<file path="config.mk">
export PLATFORM = sky130hd
export DESIGN_NAME = attach_user_axis_stall_detect_flat
export DESIGN_NICKNAME = d
export VERILOG_FILES = /design/src/rtl/attach_user_deadlock_pkg.sv /design/src/rtl/attach_user_axis_stall_detect_if.sv /design/src/rtl/attach_user_axis_stall_chan.sv /design/src/rtl/attach_user_axis_stall_detect.sv /design/src/flat_wrapper.sv
export SDC_FILE = /design/constraint.sdc
export NUM_CORES = 1
export LEC_CHECK = 0
export ABC_CLOCK_PERIOD_IN_PS = 9300
export BUFFER_PORTS_ARGS = -buffer_cell sky130_fd_sc_hd__buf_2
export CORE_ASPECT_RATIO = 0.5
export CORE_MARGIN = 4
export CORE_UTILIZATION = 45
export CTS_BUF_LIST = sky130_fd_sc_hd__clkbuf_4
export DETAILED_ROUTE_END_ITERATION = 16
export GPL_TIMING_DRIVEN = 0
export HOLD_SLACK_MARGIN = 0.1
export PLACE_DENSITY_LB_ADDON = 0.08
export SYNTH_ARGS = -nofsm -noshare
export SYNTH_HDL_FRONTEND = slang
export SYNTH_SLANG_ARGS = --single-unit
</file>
<file path="constraint.sdc">
create_clock -name clock -period 9.3 [get_ports clock]
set_clock_uncertainty 0.05 [all_clocks]
set_input_delay 2.325 -clock clock [delete_from_list [all_inputs] [get_ports clock]]
set_output_delay 2.325 -clock clock [all_outputs]
set_load 0.005 [all_outputs]
</file>
<file path="src/rtl/attach_user_deadlock_pkg.sv">
// ----------------------------------------------------------------------------
// attach_user_deadlock_pkg
// Shared definitions for the attach_user deadlock-monitor front end:
//   - stall_state_e : per-channel stall FSM states
//   - DEF_CNT_W     : default stall counter width
//   - sat_inc()     : increment that sticks at all-ones for a given width
// Optional feature macro used by the importing modules:
//   ATTACH_USER_STALL_STATS_EN
// ----------------------------------------------------------------------------
package attach_user_deadlock_pkg;

  typedef enum logic [1:0] {
    ST_IDLE    = 2'd0,
    ST_COUNT   = 2'd1,
    ST_BLOCKED = 2'd2
  } stall_state_e;

  localparam int DEF_CNT_W = 16;

  // Saturating increment of the low w bits of v (w <= 32).
  function automatic logic [31:0] sat_inc(input logic [31:0] v, input int unsigned w);
    logic [31:0] max_v;
    max_v = (w >= 32) ? 32'hFFFF_FFFF : ((32'd1 << w) - 32'd1);
    return (v >= max_v) ? max_v : (v + 32'd1);
  endfunction

endpackage

</file>
<file path="src/rtl/attach_user_axis_stall_detect_if.sv">
// ----------------------------------------------------------------------------
// attach_user_axis_stall_detect_if
// Bundle of the per-channel AXI-Stream handshake wires being observed.
//   ch_tvalid [NUM_CH] : TVALID of each monitored stream
//   ch_tready [NUM_CH] : TREADY of each monitored stream
// Modports:
//   master : whoever drives the handshake (stream endpoints / bench)
//   slave  : observe-only consumer (the stall detector)
// Related feature macro (not used here): ATTACH_USER_STALL_STATS_EN
// ----------------------------------------------------------------------------
interface attach_user_axis_stall_detect_if #(
  parameter int NUM_CH = 2
);
  logic [NUM_CH-1:0] ch_tvalid;
  logic [NUM_CH-1:0] ch_tready;

  modport master (output ch_tvalid, output ch_tready);
  modport slave  (input  ch_tvalid, input  ch_tready);
endinterface

</file>
<file path="src/rtl/attach_user_axis_stall_chan.sv">
// ----------------------------------------------------------------------------
// attach_user_axis_stall_chan
// One channel of the stall detector: IDLE/COUNT/BLOCKED FSM with a
// saturating run-length counter.
// Ports:
//   clock, reset_n : clock, asynchronous active-low reset
//   enable         : low forces IDLE, counter 0, flag 0
//   stall          : qualified stall condition for this channel
//   thresh_eff     : effective threshold (already forced to >= 1)
//   blk_nxt        : value the block flag takes at the next edge
//   block          : registered block flag
//   stall_max      : longest stall run seen (ATTACH_USER_STALL_STATS_EN only)
// ----------------------------------------------------------------------------
module attach_user_axis_stall_chan
  import attach_user_deadlock_pkg::*;
#(
  parameter int CNT_W = DEF_CNT_W
) (
  input  logic             clock,
  input  logic             reset_n,
  input  logic             enable,
  input  logic             stall,
  input  logic [CNT_W-1:0] thresh_eff,
  output logic             blk_nxt,
  output logic             block
`ifdef ATTACH_USER_STALL_STATS_EN
  ,
  output logic [CNT_W-1:0] stall_max
`endif
);

  stall_state_e     state;
  logic [CNT_W-1:0] cnt;
  logic [CNT_W-1:0] cnt_inc;

  // cnt is 0 in IDLE, so cnt_inc is also the length of the run including
  // the cycle being sampled, in every state.
  assign cnt_inc = CNT_W'(sat_inc(32'(cnt), CNT_W));

  // Once BLOCKED, the flag holds for the whole run even if the threshold
  // is raised underneath it.
  assign blk_nxt = enable & stall & ((state == ST_BLOCKED) | (cnt_inc >= thresh_eff));

  // stage 1: FSM state, counter and flag registered
  always_ff @(posedge clock or negedge reset_n) begin
    if (!reset_n) begin
      state <= ST_IDLE;
      cnt   <= '0;
      block <= 1'b0;
    end else if (!enable) begin
      state <= ST_IDLE;
      cnt   <= '0;
      block <= 1'b0;
    end else begin
      block <= blk_nxt;
      case (state)
        ST_IDLE: begin
          if (stall) begin
            cnt   <= cnt_inc;
            state <= blk_nxt ? ST_BLOCKED : ST_COUNT;
          end
        end
        ST_COUNT: begin
          if (stall) begin
            cnt <= cnt_inc;
            if (blk_nxt) state <= ST_BLOCKED;
          end else begin
            cnt   <= '0;
            state <= ST_IDLE;
          end
        end
        ST_BLOCKED: begin
          if (stall) begin
            cnt <= cnt_inc;
          end else begin
            cnt   <= '0;
            state <= ST_IDLE;
          end
        end
        default: begin
          cnt   <= '0;
          state <= ST_IDLE;
        end
      endcase
    end
  end

`ifdef ATTACH_USER_STALL_STATS_EN
  // Tracking the live run length covers both "run ends" and "run grows
  // past the record" in one compare.
  always_ff @(posedge clock or negedge reset_n) begin
    if (!reset_n) begin
      stall_max <= '0;
    end else if (enable && stall && (cnt_inc > stall_max)) begin
      stall_max <= cnt_inc;
    end
  end
`endif

endmodule

</file>
<file path="src/rtl/attach_user_axis_stall_detect.sv">
// ----------------------------------------------------------------------------
// attach_user_axis_stall_detect
// Observe-only AXI-Stream stall detector producing the per-stream blocking
// indications for the attach_user deadlock monitor.
// Ports:
//   clock, reset_n   : clock, asynchronous active-low reset
//   enable           : detection enable; low clears all channels
//   stall_thresh     : consecutive stalled cycles before blocking (0 acts as 1)
//   inst_idle        : instance idle; masks input-side starvation
//   axis (slave)     : per-channel ch_tvalid / ch_tready being watched
//   axis_block_sigs  : registered per-channel block flags
//   any_block        : registered OR of the flags
//   stall_max        : per-channel longest stall run  (stats build only)
//   first_block_ch   : {valid, lowest channel that blocked first} (stats only)
// Optional feature macro: ATTACH_USER_STALL_STATS_EN (requires NUM_CH >= 2).
// ----------------------------------------------------------------------------
module attach_user_axis_stall_detect
  import attach_user_deadlock_pkg::*;
#(
  parameter int              NUM_CH    = 2,
  parameter int              CNT_W     = DEF_CNT_W,
  parameter logic [NUM_CH-1:0] CH_IS_OUT = 2'b10
) (
  input  logic                        clock,
  input  logic                        reset_n,
  input  logic                        enable,
  input  logic [CNT_W-1:0]            stall_thresh,
  input  logic                        inst_idle,
  attach_user_axis_stall_detect_if.slave axis,
  output logic [NUM_CH-1:0]           axis_block_sigs,
  output logic                        any_block
`ifdef ATTACH_USER_STALL_STATS_EN
  ,
  output logic [NUM_CH*CNT_W-1:0]     stall_max,
  output logic [$clog2(NUM_CH):0]     first_block_ch
`endif
);

  logic [CNT_W-1:0]  thresh_eff;
  logic [NUM_CH-1:0] stall_p0;
  logic [NUM_CH-1:0] blk_p0;

  assign thresh_eff = (stall_thresh == '0) ? CNT_W'(1) : stall_thresh;

  // stage 0: stall qualification per direction (completed transfers never stall)
  for (genvar i = 0; i < NUM_CH; i++) begin : g_ch
    assign stall_p0[i] = CH_IS_OUT[i]
                       ? (axis.ch_tvalid[i] & ~axis.ch_tready[i])
                       : (axis.ch_tready[i] & ~axis.ch_tvalid[i] & ~inst_idle);

    attach_user_axis_stall_chan #(
      .CNT_W(CNT_W)
    ) u_chan (
      .clock      (clock),
      .reset_n    (reset_n),
      .enable     (enable),
      .stall      (stall_p0[i]),
      .thresh_eff (thresh_eff),
      .blk_nxt    (blk_p0[i]),
      .block      (axis_block_sigs[i])
`ifdef ATTACH_USER_STALL_STATS_EN
      ,
      .stall_max  (stall_max[i*CNT_W +: CNT_W])
`endif
    );
  end

  // stage 1: OR reduction registered at the same edge as the flags
  always_ff @(posedge clock or negedge reset_n) begin
    if (!reset_n) any_block <= 1'b0;
    else          any_block <= |blk_p0;
  end

`ifdef ATTACH_USER_STALL_STATS_EN
  localparam int IDX_W = $clog2(NUM_CH);

  logic             fb_vld;
  logic [IDX_W-1:0] fb_idx;
  logic [IDX_W-1:0] fb_new_idx;

  // Lowest index wins when several channels block on the same edge.
  always_comb begin
    fb_new_idx = '0;
    for (int i = NUM_CH - 1; i >= 0; i--) begin
      if (blk_p0[i]) fb_new_idx = IDX_W'(i);
    end
  end

  always_ff @(posedge clock or negedge reset_n) begin
    if (!reset_n) begin
      fb_vld <= 1'b0;
      fb_idx <= '0;
    end else if (!enable) begin
      fb_vld <= 1'b0;
      fb_idx <= '0;
    end else if (!fb_vld && (|blk_p0)) begin
      fb_vld <= 1'b1;
      fb_idx <= fb_new_idx;
    end
  end

  assign first_block_ch = {fb_vld, fb_idx};
`endif

endmodule

</file>
<file path="src/flat_wrapper.sv">
// flat-port wrapper written by rule: the top's interface ports become plain ports
module attach_user_axis_stall_detect_flat import attach_user_deadlock_pkg::*;
#(
  parameter int              NUM_CH    = 2,
  parameter int              CNT_W     = DEF_CNT_W,
  parameter logic [NUM_CH-1:0] CH_IS_OUT = 2'b10
)
  (clock, reset_n, enable, stall_thresh, inst_idle, axis_block_sigs, any_block, axis_ch_tvalid, axis_ch_tready);
  attach_user_axis_stall_detect_if #(.NUM_CH(NUM_CH)) axis_i ();
  input  logic clock;
  input  logic reset_n;
  input  logic enable;
  input  logic [CNT_W-1:0] stall_thresh;
  input  logic inst_idle;
  output logic [NUM_CH-1:0] axis_block_sigs;
  output logic any_block;
  input wire logic [$bits(axis_i.ch_tvalid)-1:0] axis_ch_tvalid;
  input wire logic [$bits(axis_i.ch_tready)-1:0] axis_ch_tready;
  assign axis_i.ch_tvalid = axis_ch_tvalid;
  assign axis_i.ch_tready = axis_ch_tready;
  attach_user_axis_stall_detect #(.NUM_CH(NUM_CH), .CNT_W(CNT_W), .CH_IS_OUT(CH_IS_OUT)) u_core (.clock(clock), .reset_n(reset_n), .enable(enable), .stall_thresh(stall_thresh), .inst_idle(inst_idle), .axis(axis_i), .axis_block_sigs(axis_block_sigs), .any_block(any_block));
endmodule
</file>
==> results of run 1 <==
[placed cells by master (no fill, tap or decap), types with 9 or more instances in the layout]
cell type,n
inv_1,30
buf_2,31
o21ai_0,37
dfrtp_1,39
ha_1,40
nor2_1,28
a21oi_1,22
nand2_1,50
nand4_1,10
xnor2_1,9
nand3_1,18
a22o_1,21
clkbuf_1,9
[stage by stage]
| step | instance area, sq um | total power [mW] | util (%) |
|---|---|---|---|
| after floorplan | 3470 | 0.265 | - |
| after global placement | 3710 | 0.295 | 50.2 |
| after detailed placement | 3710 | 0.301 | 50.2 |
| after CTS | 3770 | 0.398 | 50.9 |
| after global routing | 3770 | 0.422 | 50.9 |
| final | 3770 | 0.394 | 50.9 |
[critical path, stage by stage]
cell,delay (ns)
buf_2,0.10
nor4_1,0.34
a41o_1,0.27
ha_1,0.24
nand2b_1,0.15
a2111oi_0,0.39
or4b_1,0.18
o211ai_1,0.12
and2b_1,0.23
or2_2,0.29
[power by group through the flow]
stage	logic (mW)	registers, mW	clock network [mW]
after floorplan	0.0793	0.185	0
final	0.114	0.184	0.0952
after detailed placement	0.114	0.187	0
after global routing	0.131	0.185	0.106
after global placement	0.109	0.186	0
after CTS	0.114	0.184	0.0997
[worst paths after layout]
check	start	endpoint	slack [ns]	cells past startpoint
max reg2reg	u_core.g_ch[1].u_chan.cnt[0]$_DFFE_PN0P_	u_core.g_ch[1].u_chan.state[0]$_DFFE_PN0P_	5.44	12
max	stall_thresh[1]	u_core.any_block$_DFF_PN0_	4.87	10
max in group asynchronous	reset_n	u_core.g_ch[1].u_chan.cnt[11]$_DFFE_PN0P_	6.59	1
min in group asynchronous	reset_n	u_core.g_ch[0].u_chan.cnt[9]$_DFFE_PN0P_	2.01	1
min	u_core.g_ch[0].u_chan.cnt[0]$_DFFE_PN0P_	u_core.g_ch[0].u_chan.cnt[0]$_DFFE_PN0P_	0.51	2
min reg2reg	u_core.g_ch[0].u_chan.cnt[0]$_DFFE_PN0P_	u_core.g_ch[0].u_chan.cnt[0]$_DFFE_PN0P_	0.51	2
[registers in the layout (all words and copies together) (netlist names)]
name / count
u_core.g_ch.u_chan.block: 2
u_core.any_block: 1
u_core.g_ch.u_chan.cnt: 32
u_core.g_ch.u_chan.state: 4
[synth_stat cells (3+ instances only)]
cell type  number
a211oi_1        7
a21o_1          5
a21oi_1        22
a22o_1         21
a31oi_1         3
and3_1          4
and4_1          3
buf_2           6
clkbuf_1        9
dfrtp_1        39
ha_1           40
inv_1          30
mux2_2          4
nand2_1        50
nand2b_1        6
nand3_1        18
nand4_1        10
nor2_1         28
nor3_1          6
nor4_1          6
o21a_1          5
o21ai_0        37
o31ai_1         3
or3_1           3
xnor2_1         9
xor2_1          6
[cells by family (layout without fill, tap and decap cells)]
family,after synthesis,count (layout)
buf+inv,50,83
simple gates,152,152
compound gates,125,125
flops,39,39
mux,4,4
xor+xnor,15,15
fa+ha+maj,40,40
[layer usage]
| layer | up-vias | global-route usage [%] | share of wire, % |
|---|---|---|---|
| met1 | 1537 | 26.6 | 50 |
| met5 | - | 0 | 0 |
| met3 | 8 | 3.96 | 3.1 |
| met2 | 36 | 32.4 | 46 |
| met4 | 0 | 3.49 | 0.75 |
| li1 | 1609 | - | - |
[area by class of cell]
class                   count  area, sq um
multi-input cells         336         2270
repair buffers             25          125
fillers                   723         3630
flip-flops and latches     39          976
plain buffers              20          110
clock inverters             1         5.00
clock buffers               7         52.6
well taps                  96          120
inverters                  30          113
==> metrics.yaml, run 1 <==
synthesis:
  syn-cell-area_sq_um: 3470
  muxShareOfSynthArea_pct: 1.30
  yosys.area_share.simple_pct: 21.9
  synth_top_family_by_area: "compound AO/OA/AOI/OAI gates"
  synth_area_leaders: "dfrtp_1, ha_1, nand2_1"
  netlist_instances: 425
  synth_top_cell_by_area: "dfrtp_1"
  synthFlopType: "dfrtp_1"
  synth_nets: 489
  avgSynthCellArea_sq_um: 8.16
  synthDistinctLibCells: 64
  synth_compound_area_share_pct: 24.0
  synthArstFlopShare_pct: 100
  synthAdderAreaFrac_pct: 14.4
  synth_top_area_share_pct: 28.1
  ys_seq_area_share_pct: 28.1
  synth-xor-area-share_pct: 3.79
  yosysWarnings: 0
  synth-edff-count: 0
  ys_ff_latch: 39
placement:
  place_inst: 546
  io_buffers: 25
  place_hpwl_mm: 6.92
  pre_cts_ws_ns: 4.43
  place_congestion: 0.855
clock_tree:
  clk_pin_slew_ns: 0.12
  cts_buffers: 5
  cts_setup_buffers: 0
  clockRootBuffer: "clkbuf_4"
  cts_tree: "done"
  cts.sinks: 39
  ctsLongestPathBuffers: 2
  htree_levels: 2
  postCtsHoldBufs: 0
  cts-resized-gates: 0
  clk_latency_ns: 0.37
global_routing:
  grt_pass1_wl_mm: 14.8
  grtUsageTotal_pct: 19.5
  grt_overflow: 0
  grt_max_degree: 40
  antenna_found_initial: 0
  grt_pass1_vias: 3117
sta:
  rsz0062_at_grt: "false"
  fin_crit_ns: 4.43
  worst_pin_slew_ns: 0.930
  slew-limit-headroom_pct: 38.0
  setup_tns_ns: 0
  finalSetupViolCount: 0
  hold_viol: 0
  drv_slew: 0
  final.period_utilization_pct: 47.7
  fmax_ghz: 0.226
  setup_ws_ns: 4.87
  hold-worst-slack_ns: 0.515
power_and_ir_drop:
  vdd_drop_max_v: 0.0000491
  switching_share_pct: 35.3
  p_comb_share_pct: 29.0
  clkPwrFrac_pct: 24.2
  seqPwrFrac_pct: 46.8
  switchingPower_uw: 139
  pwr_density_cell_nw_per_um2: 104
  internal_power_uw: 255
  leakagePower_nw: 1.87
routing:
  drtAntennaViolNets: 0
  drt_pre_antenna_iters: 4
  drc: 0
  via_per_inst: 5.76
  wirelength_mm: 8.81
  wl_per_cell_um: 15.9
  drt_iter0_drc: 180
  num_vias: 3190
floorplan:
  start_util_pct: 46.8
  dieArea_sq_um: 9260
  row_count: 22
  chipHeight_um: 70.1
  ios: 27
  core-area_sq_um: 7400
  die_w_um: 132
job:
  timing.max_cap.violations: 0
layout:
  drive_gt1_share_pct: 12.7
  instances_no_fill: 554
  n_antenna_cell: 0
  final_nets: 521
  area_delta_synth_final_pct: 8.73
worst_setup_path:
  worstPathRequired_ns: 9.51
  critPathArrivalTime_ns: 4.64
  worst_setup_path_end_kind: "flop"
  cp-start-kind: "input pin"
  crit_type: "in2reg"
  path_max_fanout: 3
min_path:
  hold_path.class: "reg2reg"
status:
  status: "completed"
Power figures use the tool's default switching activity.
==> inputs of run 2 (changes only) <==
Settings changed: ABC_AREA set to 1, ABC_CLOCK_PERIOD_IN_PS 9300 to 4400.
Clock period 9.3 ns to 4.4 ns, I/O delays scaled along.
==> metrics.yaml, run 2 <==
clock_tree:
  clockRootBuffer: "clkbuf_4"
  cts_setup_buffers: 0
  postCtsHoldBufs: 0
  cts-resized-gates: 0
  clk_pin_slew_ns: 0.13
  cts_buffers: 5
  cts_tree: "done"
  clk_latency_ns: 0.36
  htree_levels: 2
  cts.sinks: 39
  ctsLongestPathBuffers: 2
layout:
  final.fill_count: 780
  final_cell_mix: "inv_1, nand2_1, ha_1, dfrtp_1, nor2_1"
  area_delta_synth_final_pct: 8.69
  n_antenna_cell: 0
  drive_gt1_share_pct: 12.0
  final_nets: 581
  largest_reg_flops: 32
  reg_top3: "u_core.g_ch.u_chan.cnt: 32 flops, u_core.g_ch.u_chan.state: 4 flops, u_core.g_ch.u_chan.block: 2 flops"
  instances_no_fill: 613
  regMostFlops: "u_core.g_ch.u_chan.cnt"
  layout_commonest_cell: "inv_1"
synthesis:
  syn-cell-area_sq_um: 3410
  synthTopCellsByCount: "inv_1, nand2_1, ha_1, dfrtp_1, nor2_1"
  yosysWarnings: 0
  synthDistinctLibCells: 40
  netlist_instances: 484
  avgSynthCellArea_sq_um: 7.05
  synth_area_leaders: "dfrtp_1, ha_1, inv_1"
  synth-edff-count: 0
  synthArstFlopShare_pct: 100
  ys_seq_area_share_pct: 28.6
  ys_ff_latch: 39
  synth.most_common_cell: "inv_1"
  synth_top_area_share_pct: 28.6
  synthFlopType: "dfrtp_1"
  synth_top_cell_by_area: "dfrtp_1"
  synth_nets: 548
worst_setup_path:
  critPathArrivalTime_ns: 3.30
  crit_type: "reg2reg"
  r2r-end: "u_core.g_ch[1].u_chan.state[0]$_DFFE_PN0P_"
  cp-start-kind: "flop"
  worst_setup_path_end_kind: "flop"
  worstPathRequired_ns: 4.64
  reg2regPathDepth: 20
  ff2ff_setup_slack_ns: 1.34
  path_max_fanout: 8
  regToRegStartpoint: "u_core.g_ch[1].u_chan.cnt[0]$_DFFE_PN0P_"
sta:
  finalSetupViolCount: 0
  fin_crit_ns: 3.06
  slew-limit-headroom_pct: 37.7
  fmax_ghz: 0.327
  worst_pin_slew_ns: 0.934
  setup_tns_ns: 0
  final.period_utilization_pct: 69.4
  rsz0062_at_grt: "false"
  hold_viol: 0
  drv_slew: 0
min_path:
  min_to: "u_core.g_ch[1].u_chan.cnt[1]$_DFFE_PN0P_"
  hold_path.class: "reg2reg"
  hold_depth: 2
  min_from: "u_core.g_ch[1].u_chan.cnt[1]$_DFFE_PN0P_"
routing:
  drtAntennaViolNets: 0
  wirelength_mm: 7.72
  drt_iter0_drc: 146
  num_vias: 2974
  drt_pre_antenna_iters: 4
  drc: 0
  via_per_inst: 4.85
  wl_per_cell_um: 12.6
placement:
  io_buffers: 26
  place_inst: 606
  place_hpwl_mm: 6.23
  place_congestion: 0.833
floorplan:
  row_count: 22
  dieArea_sq_um: 9120
  start_util_pct: 46.4
  ios: 27
  core-area_sq_um: 7350
  die_w_um: 131
  chipHeight_um: 69.6
status:
  status: "completed"
power_and_ir_drop:
  pwr_density_cell_nw_per_um2: 185
  vdd_drop_max_v: 0.000113
  leakagePower_nw: 2.17
job:
  timing.max_cap.violations: 0
global_routing:
  grt_pass1_vias: 2749
  grt_overflow: 0
  grt_pass1_wl_mm: 13.2
  antenna_found_initial: 0
  grt_max_degree: 40
  grtUsageTotal_pct: 17.7
==> run 2: layer usage <==
metal	global-route usage, %	share of wire [%]	up-vias
met3	3.77	1.7	2
li1	-	-	1628
met1	27.2	57	1329
met4	1.75	0.19	0
met5	0	0	-
met2	26.3	41	15
==> run 2: metrics by stage <==
| step | utilization, % | hold slack [ns] | instance area, sq um | total power, mW | setup slack [ns] |
|---|---|---|---|---|---|
| floorplan | - | 0.429 | 3410 | 0.461 | 1.55 |
| global placement | 49.8 | 0.457 | 3660 | 0.507 | 0.934 |
| detailed placement | 49.8 | 0.475 | 3660 | 0.507 | 0.955 |
| CTS | 50.5 | 0.503 | 3710 | 0.697 | 1.29 |
| global route | 50.5 | 0.543 | 3710 | 0.730 | 1.04 |
| finish | 50.5 | 0.499 | 3710 | 0.685 | 1.34 |
==> run 2: final cells by class <==
class / instances / area (sq um) / area share [%]
Buffer: 6 / 31.3 / 0.843
Multi-Input combinational cell: 325 / 1980 / 53.3
Timing Repair Buffer: 26 / 130 / 3.51
Inverter: 114 / 428 / 11.5
Clock buffer: 5 / 37.5 / 1.01
Clock inverter: 2 / 8.76 / 0.236
Sequential cell: 39 / 976 / 26.3
Tap cell: 96 / 120 / 3.24
==> run 2: worst max-delay path by stage <==
stage          slack (ns)                                          to                                startpoint
6_report             1.34  u_core.g_ch[1].u_chan.state[0]$_DFFE_PN0P_  u_core.g_ch[1].u_chan.cnt[0]$_DFFE_PN0P_
3_5_place_dp         0.96  u_core.g_ch[1].u_chan.state[0]$_DFFE_PN0P_                          stall_thresh[13]
3_3_place_gp         0.93  u_core.g_ch[1].u_chan.state[0]$_DFFE_PN0P_                          stall_thresh[13]
2_1_floorplan        1.55  u_core.g_ch[0].u_chan.state[0]$_DFFE_PN0P_                          stall_thresh[13]
5_1_grt              1.04  u_core.g_ch[1].u_chan.state[0]$_DFFE_PN0P_  u_core.g_ch[1].u_chan.cnt[1]$_DFFE_PN0P_
4_1_cts              1.29  u_core.g_ch[1].u_chan.state[0]$_DFFE_PN0P_  u_core.g_ch[1].u_chan.cnt[0]$_DFFE_PN0P_
==> run 2: cell families (layout without fill, tap and decap cells) <==
logic type      Yosys count  count (layout)  share of synthesized area (%)
flops                    39              39                           28.6
fa+ha+maj                40              40                           14.7
simple gates            209             209                           28.4
compound gates           71              71                           13.6
buf+inv                 120             153                           13.5
xor+xnor                  5               5                           1.28
==> run 2: worst max-delay path, cell delays in order (launching register included) <==
cell	delay, ns
dfrtp_1	0.39
ha_1	0.20
nand3_1	0.19
nor2_2	0.23
nand2_2	0.17
inv_1	0.24
nor2_1	0.11
ha_1	0.29
o21ai_0	0.24
nand2_1	0.08
nand2_1	0.07
nand3_1	0.08
nand2_1	0.07
nand2_1	0.04
nand2_1	0.05
nand2_1	0.05
nand2_1	0.09
nand2_1	0.08
nand2_1	0.10
nand2_1	0.07
o21ai_1	0.12
==> run 2: power by group <==
group	total [mW]	internal, mW	switching (mW)	leakage [nW]
Sequential	0.371	0.364	0.00649	0.542
Clock	0.185	0.0568	0.128	0.0285
Combinational	0.129	0.0411	0.0880	1.60
==> inputs of run 3 (changes only) <==
Settings changed: ABC_CLOCK_PERIOD_IN_PS 4400 to 2600.
Clock period 4.4 ns to 2.6 ns, I/O delays scaled along.
==> metrics.yaml, run 3 (synthesized netlist as in run 2, its figures left out) <==
status:
  status: "finished, violations left"
  violations: "setup timing"
power_and_ir_drop:
  seqPwrFrac_pct: 52.1
  pwr_density_cell_nw_per_um2: 255
  internal_power_uw: 814
  switching_share_pct: 32.6
  switchingPower_uw: 394
  p_comb_share_pct: 21.5
  clkPwrFrac_pct: 26.4
  vdd_drop_max_v: 0.000160
  leakagePower_nw: 2.55
placement:
  pre_cts_ws_ns: -0.465
  place_hpwl_mm: 6.16
  place_inst: 606
  place_congestion: 0.842
  io_buffers: 26
clock_tree:
  clk_latency_ns: 0.36
  cts_tree: "done"
  ctsLongestPathBuffers: 2
  htree_levels: 2
  cts_buffers: 5
  cts.sinks: 39
  clockRootBuffer: "clkbuf_4"
  clk_pin_slew_ns: 0.12
sta:
  fmax_ghz: 0.364
  final.period_utilization_pct: 106
  worst_pin_slew_ns: 0.962
  finalSetupViolCount: 7
  slew-limit-headroom_pct: 35.8
  drv_slew: 0
  hold_viol: 0
  setup_ws_ns: -0.151
  rsz0062_at_grt: "true"
  fin_crit_ns: 2.75
  hold-worst-slack_ns: 0.375
routing:
  wl_per_cell_um: 14.1
  wirelength_mm: 9.36
  num_vias: 3302
  via_per_inst: 4.98
  drtAntennaViolNets: 0
  drc: 0
  drt_iter0_drc: 105
  drt_pre_antenna_iters: 4
layout:
  drive_gt1_share_pct: 35.8
  largest_reg_flops: 32
  reg_top3: "u_core.g_ch.u_chan.cnt: 32 flops, u_core.g_ch.u_chan.state: 4 flops, u_core.g_ch.u_chan.block: 2 flops"
  final_cell_mix: "inv_1, nand2_1, buf_4, dfrtp_1, ha_1"
  area_delta_synth_final_pct: 39.1
  layout_commonest_cell: "inv_1"
  instances_no_fill: 663
  regMostFlops: "u_core.g_ch.u_chan.cnt"
  n_antenna_cell: 0
  final_nets: 632
global_routing:
  grt_overflow: 0
  antenna_found_initial: 0
  grt_pass1_vias: 3202
  grtUsageTotal_pct: 19.8
  grt_pass1_wl_mm: 14.8
  grt_max_degree: 40
worst_setup_path:
  worst_setup_path_end_kind: "flop"
  crit_type: "reg2reg"
  cp-start-kind: "flop"
  path_max_fanout: 6
  critPathArrivalTime_ns: 2.96
  worstPathRequired_ns: 2.80
floorplan:
  row_count: 22
  start_util_pct: 46.4
  dieArea_sq_um: 9120
  chipHeight_um: 69.6
  core-area_sq_um: 7350
  ios: 27
  die_w_um: 131
min_path:
  hold_path.class: "in2async"
job:
  timing.max_cap.violations: 0
==> run 3: area by class of cell <==
class,count,area [sq um]
multi-input cells,325,2580
clock buffers,6,45.0
flip-flops and latches,39,986
repair buffers,77,539
well taps,96,120
plain buffers,6,37.5
fillers,638,2610
inverters,114,440
==> run 3: worst max-delay path, cell delays in order, from the launching register on <==
cell     delay (ns)
dfrtp_1        0.43
buf_4          0.15
ha_4           0.17
nand3_4        0.09
nor2_4         0.05
nand2_4        0.06
buf_4          0.15
o21ai_1        0.09
a21oi_2        0.15
inv_1          0.06
ha_1           0.29
nand2_1        0.12
o21ai_2        0.18
nand3_1        0.10
a21oi_1        0.14
nor2_1         0.07
nand2_2        0.10
nand2_2        0.07
nand3_2        0.06
nand2_2        0.05
==> run 3: stage by stage <==
| step | utilization [%] | setup TNS (ns) | power (mW) | cell area, sq um |
|---|---|---|---|---|
| final | 64.6 | -0.675 | 1.21 | 4740 |
| after global routing | 64.6 | -1.73 | 1.28 | 4740 |
| after CTS | 58.5 | -0.476 | 1.20 | 4300 |
| after detailed placement | 49.8 | -2.64 | 0.859 | 3660 |
| after global placement | 49.8 | -2.70 | 0.857 | 3660 |
| after floorplan | - | 0 | 0.781 | 3410 |
==> run 3: final timing paths <==
| path | from | end | slack, ns | cells after the start |
|---|---|---|---|---|
| min in group clock | u_core.g_ch[1].u_chan.state[1]$_DFFE_PN0P_ | u_core.g_ch[1].u_chan.state[1]$_DFFE_PN0P_ | 0.51 | 2 |
| min | reset_n | u_core.g_ch[0].u_chan.cnt[5]$_DFFE_PN0P_ | 0.37 | 1 |
| min reg2reg | u_core.g_ch[1].u_chan.state[1]$_DFFE_PN0P_ | u_core.g_ch[1].u_chan.state[1]$_DFFE_PN0P_ | 0.51 | 2 |
| max in group asynchronous | reset_n | u_core.g_ch[1].u_chan.cnt[6]$_DFFE_PN0P_ | 1.46 | 1 |
| max reg2reg | u_core.g_ch[0].u_chan.cnt[1]$_DFFE_PN0P_ | u_core.g_ch[0].u_chan.state[1]$_DFFE_PN0P_ | -0.15 | 19 |
| max | u_core.g_ch[0].u_chan.cnt[1]$_DFFE_PN0P_ | u_core.g_ch[0].u_chan.state[1]$_DFFE_PN0P_ | -0.15 | 19 |
==> run 3: layer usage <==
| metal | up-vias | global-route usage, % | part of all wire (%) | wire (um) |
|---|---|---|---|---|
| li1 | 1728 | - | - | - |
| met1 | 1534 | 27.9 | 50 | 4680 |
| met2 | 30 | 31.1 | 46 | 4340 |
| met3 | 10 | 3.99 | 2.6 | 245 |
| met4 | 0 | 5.36 | 0.97 | 91 |
| met5 | - | 0 | 0 | 0 |
==> run 3: timing repair <==
action                     in CTS  in global routing
setup endpoints to repair       7                  8
hold buffers                    0                  0
setup buffers                  36                 18
gates resized for setup        70                 77
pin swaps                      39                 48
==> run 3: power by group through the flow <==
stage	clock network, mW	logic, mW	registers [mW]
2_1_floorplan	0	0.144	0.637
3_3_place_gp	0	0.218	0.640
3_5_place_dp	0	0.220	0.640
4_1_cts	0.334	0.238	0.629
5_1_grt	0.357	0.296	0.632
6_report	0.319	0.260	0.630
